`config.mk`:
```
export PLATFORM = sky130hd
export DESIGN_NAME = dmem_interface
export DESIGN_NICKNAME = d
export VERILOG_FILES = /design/src/rtl/dmem_pkg.sv /design/src/rtl/dmem_wbuf.sv /design/src/rtl/dmem_interface.sv
export SDC_FILE = /design/constraint.sdc
export NUM_CORES = 1
export LEC_CHECK = 0
export CAP_MARGIN = 10
export CORE_ASPECT_RATIO = 0.8
export CORE_MARGIN = 3
export CORE_UTILIZATION = 30
export CTS_BUF_LIST = sky130_fd_sc_hd__clkbuf_8
export DETAILED_ROUTE_END_ITERATION = 12
export GPL_ROUTABILITY_DRIVEN = 0
export SYNTH_ARGS = -nofsm -noshare
export SYNTH_HDL_FRONTEND = slang
export SYNTH_SLANG_ARGS = --single-unit
```
`constraint.sdc`:
```
create_clock -name clk_in -period 12.4 [get_ports clk_in]
set_input_delay 1.86 -clock clk_in [delete_from_list [all_inputs] [get_ports clk_in]]
set_output_delay 1.86 -clock clk_in [all_outputs]
set_load 0.02 [all_outputs]
```
`src/rtl/dmem_pkg.sv`:
```
// rtl/dmem_pkg.sv - shared types and constants for the data-memory port adapter
// Contents: write-buffer entry struct, read-path FSM state enum, full byte mask.
package dmem_pkg;

    // Word-address width of a stored entry (byte address bits [31:2]).
    localparam int WB_AW = 30;

    localparam logic [3:0] MASK_FULL = 4'hF;

    typedef struct packed {
        logic [WB_AW-1:0] addr;
        logic [3:0]       mask;
        logic [31:0]      data;
    } wb_entry_t;

    typedef enum logic [1:0] {
        IDLE,
        RD_REQ,
        RD_WAIT
    } rd_state_t;

endpackage

```
`src/rtl/dmem_wbuf.sv`:
```
// rtl/dmem_wbuf.sv - posted-store FIFO with parallel address match
// Ports:
//   clk_in, rst_in       clock, asynchronous active-high reset
//   push, push_entry     enqueue one store at the tail
//   pop                  dequeue the head entry
//   head                 oldest entry (valid when !empty)
//   full, empty          occupancy flags
//   lookup_addr          word address compared against every valid entry
//   hit                  some valid entry matches lookup_addr
//   young_mask/data      mask and data of the youngest matching entry
module dmem_wbuf
    import dmem_pkg::*;
#(
    parameter int DEPTH = 4
) (
    input  logic             clk_in,
    input  logic             rst_in,
    input  logic             push,
    input  wb_entry_t        push_entry,
    input  logic             pop,
    output wb_entry_t        head,
    output logic             full,
    output logic             empty,
    input  logic [WB_AW-1:0] lookup_addr,
    output logic             hit,
    output logic [3:0]       young_mask,
    output logic [31:0]      young_data
);

    localparam int PW = $clog2(DEPTH);
    localparam int CW = PW + 1;

    wb_entry_t         mem_q [DEPTH];
    logic [PW-1:0]     head_q;
    logic [PW-1:0]     tail_q;
    logic [CW-1:0]     count_q;

    always_ff @(posedge clk_in or posedge rst_in) begin
        if (rst_in) begin
            head_q  <= '0;
            tail_q  <= '0;
            count_q <= '0;
            for (int i = 0; i < DEPTH; i++) begin
                mem_q[i] <= '0;
            end
        end else begin
            if (push) begin
                mem_q[tail_q] <= push_entry;
                tail_q        <= tail_q + PW'(1);
            end
            if (pop) begin
                head_q <= head_q + PW'(1);
            end
            count_q <= count_q + CW'(push) - CW'(pop);
        end
    end

    assign head  = mem_q[head_q];
    assign full  = (count_q == CW'(DEPTH));
    assign empty = (count_q == '0);

    // Walk from oldest to youngest so the last match written wins.
    always_comb begin
        hit        = 1'b0;
        young_mask = '0;
        young_data = '0;
        for (int i = 0; i < DEPTH; i++) begin
            if ((CW'(i) < count_q) && (mem_q[head_q + PW'(i)].addr == lookup_addr)) begin
                hit        = 1'b1;
                young_mask = mem_q[head_q + PW'(i)].mask;
                young_data = mem_q[head_q + PW'(i)].data;
            end
        end
    end

endmodule

```
`src/rtl/dmem_interface.sv`:
```
// rtl/dmem_interface.sv - core data port to req/gnt/rvalid SRAM bus adapter
// Optional feature macro: DMEM_FWD_EN (store-to-load forwarding from a full-mask
// youngest buffer match).
// Ports:
//   clk_in, rst_in                      clock, asynchronous active-high reset
//   dmaddr_in/dmdata_in/dmwr_mask_in    core address, store data, byte lanes
//   dmwr_req_in, dmrd_req_in            store / load request
//   dmdata_out, stall_out               load word, core hold
//   mem_req_out/we/addr/wmask/wdata     bus request side
//   mem_gnt_in, mem_rvalid_in, mem_rdata_in  bus response side
module dmem_interface
    import dmem_pkg::*;
#(
    parameter int DEPTH = 4,
    parameter int AW    = 30
) (
    input  logic          clk_in,
    input  logic          rst_in,
    input  logic [31:0]   dmaddr_in,
    input  logic [31:0]   dmdata_in,
    input  logic [3:0]    dmwr_mask_in,
    input  logic          dmwr_req_in,
    input  logic          dmrd_req_in,
    output logic [31:0]   dmdata_out,
    output logic          stall_out,
    output logic          mem_req_out,
    output logic          mem_we_out,
    output logic [AW-1:0] mem_addr_out,
    output logic [3:0]    mem_wmask_out,
    output logic [31:0]   mem_wdata_out,
    input  logic          mem_gnt_in,
    input  logic          mem_rvalid_in,
    input  logic [31:0]   mem_rdata_in
);

    rd_state_t        state_q, state_d;
    logic [AW-1:0]    rd_addr_q;
    logic [31:0]      rdata_q;
    logic             wr_hold_q, wr_hold_d;

    logic [WB_AW-1:0] word_addr;
    wb_entry_t        push_entry, head;
    logic             full, empty, hit, push, pop;
    logic [3:0]       young_mask;
    logic [31:0]      young_data;
    logic             store_req, load, fwd, rd_issue;
    logic             unused_lsb;

    assign word_addr  = dmaddr_in[31:2];
    assign unused_lsb = ^dmaddr_in[1:0];
    assign load       = dmrd_req_in;
    // A load in the same cycle wins; an all-zero mask writes nothing.
    assign store_req  = dmwr_req_in && !dmrd_req_in && (dmwr_mask_in != 4'h0);
    assign push_entry = '{addr: word_addr, mask: dmwr_mask_in, data: dmdata_in};
    assign push       = store_req && !stall_out && !full;

`ifdef DMEM_FWD_EN
    assign fwd        = (state_q == IDLE) && load && hit && (young_mask == MASK_FULL);
    assign dmdata_out = fwd ? young_data : rdata_q;
`else
    logic unused_fwd;
    assign fwd        = 1'b0;
    assign unused_fwd = ^{young_mask, young_data};
    assign dmdata_out = rdata_q;
`endif

    dmem_wbuf #(.DEPTH(DEPTH)) u_wbuf (
        .clk_in      (clk_in),
        .rst_in      (rst_in),
        .push        (push),
        .push_entry  (push_entry),
        .pop         (pop),
        .head        (head),
        .full        (full),
        .empty       (empty),
        .lookup_addr (word_addr),
        .hit         (hit),
        .young_mask  (young_mask),
        .young_data  (young_data)
    );

    always_comb begin
        state_d       = state_q;
        wr_hold_d     = 1'b0;
        rd_issue      = 1'b0;
        pop           = 1'b0;
        stall_out     = 1'b0;
        mem_req_out   = 1'b0;
        mem_we_out    = 1'b0;
        mem_addr_out  = '0;
        mem_wmask_out = '0;
        mem_wdata_out = '0;
        case (state_q)
            IDLE: begin
                // A write left ungranted on the bus keeps it, so a clean load waits.
                if (load && !hit && !wr_hold_q) begin
                    rd_issue     = 1'b1;
                    mem_req_out  = 1'b1;
                    mem_addr_out = word_addr[AW-1:0];
                    stall_out    = 1'b1;
                    state_d      = mem_gnt_in ? RD_WAIT : RD_REQ;
                end else begin
                    if (load && !fwd) begin
                        stall_out = 1'b1;
                    end
                    if (!empty) begin
                        mem_req_out   = 1'b1;
                        mem_we_out    = 1'b1;
                        mem_addr_out  = head.addr[AW-1:0];
                        mem_wmask_out = head.mask;
                        mem_wdata_out = head.data;
                        pop           = mem_gnt_in;
                        wr_hold_d     = !mem_gnt_in;
                    end
                end
                if (store_req && full) begin
                    stall_out = 1'b1;
                end
            end
            RD_REQ: begin
                mem_req_out  = 1'b1;
                mem_addr_out = rd_addr_q;
                stall_out    = 1'b1;
                if (mem_gnt_in) begin
                    state_d = RD_WAIT;
                end
            end
            RD_WAIT: begin
                stall_out = !mem_rvalid_in;
                if (mem_rvalid_in) begin
                    state_d = IDLE;
                end
            end
            default: state_d = IDLE;
        endcase
    end

    always_ff @(posedge clk_in or posedge rst_in) begin
        if (rst_in) begin
            state_q   <= IDLE;
            rd_addr_q <= '0;
            rdata_q   <= '0;
            wr_hold_q <= 1'b0;
        end else begin
            state_q   <= state_d;
            wr_hold_q <= wr_hold_d;
            if (rd_issue) begin
                rd_addr_q <= word_addr[AW-1:0];
            end
            if ((state_q == RD_WAIT) && mem_rvalid_in) begin
                rdata_q <= mem_rdata_in;
            end
        end
    end

    // The core never issues a load and a store together.
    a_no_ld_st: assert property (@(posedge clk_in) disable iff (rst_in)
        !(dmrd_req_in && dmwr_req_in));

endmodule
```
## After elaboration in Yosys (flattened, before gate mapping)

Cells that the tools add are included.
W data, S select, Z words.

- Register bits: 336
- Input bits: 106
- Output and inout port bits: 101
- Logic and storage cells: 124

- Add/sub/neg operators: 6
- Magnitude comparators: 10
- Equal/unequal tests: 10
- Mux-type cells: 50
- Bitwise operators: 5
- Reductions and logical operators: 24

Operator list:

| kind | number |
|---|---|
| $mux W66 | 9 |
| $bmux W66 S2 | 4 |
| $bwmux W264 | 1 |
| $demux W66 S2 | 1 |
| $eq A30 B30 Y1 | 4 |
| $mux W32 | 3 |
| $mux W30 | 2 |
| $pmux W30 S2 | 1 |
| $mux W1 | 19 |
| $ge A3 B3 Y1 const B | 5 |
| $not A2 Y3 | 5 |
| $logic_and A1 B1 Y1 | 13 |
| $mux W4 | 3 |
| $mux W2 | 4 |
| $logic_not A1 Y1 | 7 |
| $lt A1 B3 Y1 const A | 2 |
| $lt A2 B3 Y1 const A | 2 |
| $ne A2 B2 Y1 const B | 3 |
| $pmux W2 S3 | 1 |
| $add A2 B1 Y2 const B | 2 |
| $add A2 B2 Y2 const B | 2 |
| $reduce_bool A4 Y1 | 1 |
| $add A3 B1 Y3 | 1 |
| $eq A3 B3 Y1 const B | 1 |
| 9 further kinds | 9 |

## Depth between registers and ports, before layout

- Depth in word-level cells: 21
- Depth in mapped cells: 20
- Gate-level depth less buffers: 15

## By module

A second synthesis with hierarchy kept.

- Cells, all modules: 2,095
- Area total of the unflattened synthesis: 22,570.4 um^2

By module, submodules not included:

| module | times used | cells an instance | area each (um^2) | seq. area each (um^2) |
|---|---|---|---|---|
| dmem_wbuf | 1 | 1,827 | 19,382.3 | 6,781.5 |
| dmem_interface | 1 | 268 | 3,188.1 | 1,626.6 |

## Worst setup path after synthesis

Ideal clock, no wire load.

- Path kind: input-to-output
- From: input dmaddr_in[25]
- To: output mem_addr_out[14]
- Arrival time: 4,238 ps
- Required time: 10,540 ps
- Slack: 6,302 ps
- Cell stages on the path: 10
- Buffers on the path: 3
- Cells stage by stage: clkbuf_1 > xor2_1 > a221oi_1 > a21oi_1 > or4bb_1 > nor4_4 > o31ai_2 > buf_2 > buf_2 > o21ai_1

- Word-level cells in the longest chain between the ends: 11
- Elaborated cells between the ends (all ways): 17
- Classes of those cells: eq/ne: 4; mux: 6; reduce/logical: 7

Ends and longest elaborated chain:

| element | RTL line | RTL |
|---|---|---|
| start: declaration | dmem_interface.sv:19 | `input logic [31:0] dmaddr_in,` |
| $eq A30 B30 Y1 | dmem_wbuf.sv:68 | `if ((CW'(i) < count_q) && (mem_q[head_q + PW'(i)].addr == lookup_addr)) begin` |
| $logic_and A1 B1 Y1 | dmem_wbuf.sv:68 |  |
| $mux W1 (3 in series) | dmem_wbuf.sv:68 |  |
| $mux W1 * | dmem_wbuf.sv:68 |  |
| $logic_not A1 Y1 * | dmem_interface.sv:96 | `if (load && !hit && !wr_hold_q) begin` |
| $logic_and A1 B1 Y1 * (2 in series) | dmem_interface.sv:96 |  |
| $mux W30 * | dmem_interface.sv:96 |  |
| $pmux W30 S2 * | dmem_interface.sv:93 | `case (state_q)` |
| end: declaration | dmem_interface.sv:28 | `output logic [AW-1:0] mem_addr_out,` |

Mark *: on every way between the ends. The rest lies on a longest branch, timed or not.

## Worst setup path after layout

- From: register u_wbuf.head_q[0]
- To: output mem_addr_out[6]

- Word-level cells in the longest chain between the ends: 15
- Elaborated cells between the ends (all ways): 37
- Classes of those cells: add/sub: 3; eq/ne: 4; mux: 19; bitwise: 4; reduce/logical: 7

Ends and longest elaborated chain:

| element | RTL line | RTL |
|---|---|---|
| start: declaration | dmem_wbuf.sv:34 | `logic [PW-1:0] head_q;` |
| start signal: assignment | dmem_wbuf.sv:52 | `head_q <= head_q + PW'(1);` |
| $add A2 B1 Y2 or $not A2 Y3 (tied branches) | dmem_wbuf.sv:68, dmem_wbuf.sv:58 |  |
| $not A2 Y3 (not written as such) or $bmux W66 S2 (tied branches) | -- |  |
| $bmux W66 S2 or $mux W66 (tied branches) | dmem_wbuf.sv:68, dmem_wbuf.sv:58 |  |
| $mux W66 (on tied branches) | -- |  |
| $mux W66 (not written as such) or $eq A30 B30 Y1 (tied branches) | dmem_wbuf.sv:68 |  |
| $eq A30 B30 Y1 or $logic_and A1 B1 Y1 (tied branches) | dmem_wbuf.sv:68 |  |
| $logic_and A1 B1 Y1 or $mux W1 (tied branches) | dmem_wbuf.sv:68 |  |
| $mux W1 (3 in series) | dmem_wbuf.sv:68 |  |
| $logic_not A1 Y1 | dmem_interface.sv:96 |  |
| $logic_and A1 B1 Y1 (2 in series) | dmem_interface.sv:96 |  |
| $mux W30 * | dmem_interface.sv:96 |  |
| $pmux W30 S2 * | dmem_interface.sv:93 |  |

Mark *: on every way between the ends. The rest lies on a longest branch, timed or not. The select of a mux whose other input is x is not followed.

==> flow_summary.ini <==
[global_route]
grt_pass1_vias = 13005
grt_pass1_wl_um = 79200
antenna_found_initial = 5
grtUsageTotal_pct = 15.26
grt_max_degree = 162
overflow = 0

[power_and_ir_drop]
vdd_ir_drop_max_mv = 0.1600
p_leak_nw = 9.620
clockPowerShare_pct = 16.6
combPwrFrac_pct = 50.6
pwr-share-seq_pct = 32.8
p_sw_share_pct = 38.25
power_density_nw_per_um2 = 273.7
p_switching_mw = 2.404
intPower_mw = 3.881

[cts]
numCtsBuffers = 60
clockBufferDepth = 3
cts_setup_buffers = 0
clkLatencyLatePin_ps = 650
tritoncts = done
cts-htree-levels = 2
path_clk_slew_ps = 60
hold_buffers = 0
clock_sinks = 336
cts.repair.resized = 0
cts-root-buf = clkbuf_8

[detailed_routing]
wl_per_cell_um = 20.99
ant_nets = 0
dr_total_vias = 12387
dr.pass1.iters = 4
viasPerCell = 5.070
drc = 0
drt-total-wl_um = 51270
drt-initial-drc-count = 719

[die]
design.core.area_um2 = 63000
num_rows = 82
die_area_um2 = 67120
start_util_pct = 30.49
fp.dieW_um = 288.9
fp.dieH_um = 232.3
ios = 207

[worst_setup_path]
r2r-start = u_wbuf.head_q[0]$_DFFE_PP0P_
arrival_ps = 6890
worstSetupStartpointType = flop
crit_path_end_kind = primary output
worstPathMaxFanout = 123
worstSetupPathType = reg -> out
critPathRequiredTime_ps = 10540
startpoint = u_wbuf.head_q[0]$_DFFE_PP0P_

[sta]
finalCriticalPeriod_ps = 8748
rsz0062_at_grt = no
worst_slack_ps = 3652
worstMarginPinSlew_ps = 1050
finalMaxSlewViolations = 0
fmax_mhz = 114.3
hold_viol = 0
finClkSkew_ps = 30.32
fin_crit_sh_pct = 70.55
max_slew_margin_pct = 29.10
setup-tns-final_ps = 0
finalSetupViolations = 0

[placed_design]
dp_hpwl_um = 32400
place_ws_ps = 3901
portBuffers = 204

[final_layout]
syn2layout_area_growth_pct = 19.54
final_nets = 1673
final_layout_size_suffix_gt1_share_pct = 27.44

[job]
maxCapViolCount = 0

[worst_hold_path]
min_from = u_wbuf.mem_q[89]$_DFFE_PP0P_
holdCritPathClass = reg -> reg

[yosys]
synth_area_per_cell_um2 = 13.75
synth_seq_cells = 336
ys_warn_count = 0
synth-edff-count = 0
async_flop_share_pct = 100.0
synth_cell_types = 71
synth-seq-area-share_pct = 43.77
ys.flop_type = dfrtp_1
synth_nets = 1512
syn_inst = 1397
syn_area_um2 = 19210

[outcome]
status = finished, final reports clean
final timing paths:
path                                                endpoint  slack, ps  cells past startpoint
min in group asynchronous         dmdata_out[24]$_DFFE_PP0P_       1800                      2
worst max-delay path                         mem_addr_out[6]       3650                     12
worst max register to register   u_wbuf.count_q[2]$_DFF_PP0_       6390                     16
worst min register to register  u_wbuf.mem_q[89]$_DFFE_PP0P_        480                      1
max in group asynchronous       u_wbuf.head_q[0]$_DFFE_PP0P_       9160                      3
worst min-delay path            u_wbuf.mem_q[89]$_DFFE_PP0P_        480                      1
layer usage:
metal,global-route usage (%),part of all wire (%),vias up
met5,0,0.060,-
met4,4.046,1.9,6
met1,21.50,47,6521
met2,23.51,45,285
met3,3.670,5.8,78
li1,-,-,5497
synthesized netlist by cell type (4+ instances only):
library cell | number | area, um^2
nor2_1 | 16 | 60.06
a21o_1 | 11 | 82.58
mux4_2 | 110 | 2477
ha_1 | 8 | 100.1
buf_8 | 7 | 105.1
a22o_1 | 13 | 113.9
clkbuf_1 | 51 | 191.4
xor2_1 | 55 | 481.7
a21oi_1 | 5 | 25.02
nand3_1 | 8 | 40.04
nand4_1 | 8 | 50.05
or3_1 | 4 | 25.02
buf_1 | 8 | 30.03
nor3_1 | 16 | 80.08
nor2b_1 | 38 | 237.7
o21ai_1 | 17 | 85.08
mux2_4 | 20 | 300.3
inv_1 | 29 | 108.9
nor3b_1 | 6 | 45.04
mux2i_1 | 59 | 590.6
a22oi_1 | 17 | 127.6
nor4b_1 | 4 | 35.03
and3_1 | 5 | 31.28
buf_6 | 13 | 146.4
o21ai_0 | 12 | 60.06
mux2_1 | 132 | 1486
nor4_1 | 13 | 81.33
nand2_1 | 31 | 116.4
xnor2_1 | 68 | 595.6
buf_4 | 9 | 67.56
mux2_2 | 191 | 2151
buf_2 | 26 | 130.1
dfrtp_1 | 336 | 8408
critical path, cell delays in order, from the launching register on:
cell	delay [ps]
dfrtp_4	900
buf_12	630
mux4_2	600
xor2_1	180
nor4_1	660
o2111a_1	310
nand4_2	120
nor4_4	490
o31ai_4	100
buf_4	420
inv_1	760
a21o_1	300
clkdlybuf4s50_1	650
state kept, by name (all words and copies together) (netlist names):
register and flops:
wr_hold_q 1, dmdata_out 32, u_wbuf.count_q 3, rd_addr_q 30
state_q 2, u_wbuf.mem_q 264, u_wbuf.tail_q 2, u_wbuf.head_q 2
power groups by stage:
| stage | clock network, mW | logic (mW) | registers, mW |
|---|---|---|---|
| 4_1_cts | 1.09 | 3.21 | 2.06 |
| 3_3_place_gp | 0 | 3.16 | 2.03 |
| 5_1_grt | 1.13 | 3.41 | 2.14 |
| 3_5_place_dp | 0 | 3.19 | 2.07 |
| 2_1_floorplan | 0 | 2.38 | 1.95 |
| 6_report | 1.04 | 3.18 | 2.06 |
cells in the final DEF, fill, tap and decap left out, types with 3 or more instances in the layout:
cell             instances
clkbuf_8                77
nor4_1                  13
nor3_1                  16
and3_1                   5
mux2_4                  20
mux2_1                 132
xor2_1                  55
a21o_1                  11
nor2b_1                 37
buf_12                   3
nand3_1                  8
mux2_2                 191
clkdlybuf4s50_1        204
a21oi_1                  5
xnor2_1                 68
buf_4                   10
nor4b_1                  4
nand4_1                  8
nor3b_1                  6
nor4_4                   3
mux2i_1                 59
a22o_1                  13
nand2_1                 27
mux4_2                 110
o21ai_1                 17
ha_1                     8
diode_2                  3
a22oi_1                 17
inv_1                   50
nor2_1                  16
dfrtp_1                334
o21ai_0                 12
nand2_4                  4
o211ai_1                 3
or3_1                    4
through the flow:
step | hold slack [ps] | cells | cell area [um^2] | power [mW] | utilization [%]
5_1_grt | 499.1 | 2440 | 22950 | 6.689 | 36.44
4_1_cts | 488.9 | 2440 | 22950 | 6.353 | 36.44
3_3_place_gp | 467.6 | 2336 | 21760 | 5.192 | 34.54
3_5_place_dp | 474.9 | 2336 | 21760 | 5.260 | 34.54
6_report | 482.8 | 2443 | 22960 | 6.284 | 36.45
2_1_floorplan | 458.5 | 1397 | 19210 | 4.336 | -
cells by family after synthesis:
logic type,Yosys count,share of synthesized area (%)
AOI/OAI and AO/OA,103,4.026
xor gates and xnor gates,123,5.608
muxes,512,36.47
and+or+nand+nor,165,5.061
buffers and inverters,149,4.436
adders and majority gates,9,0.6254
DFF,336,43.77
cell type report:
cell class / instances / area [um^2]
Tap cell: 840 / 1051
Clock buffer: 77 / 1060
Inverter: 31 / 123.9
Multi-Input combinational cell: 912 / 9990
Fill cell: 6057 / 40030
Antenna cell: 3 / 7.507
Timing Repair Buffer: 217 / 2177
Clock inverter: 27 / 137.6
Sequential cell: 336 / 8416
Note: power is estimated with default switching activity, not from simulation.
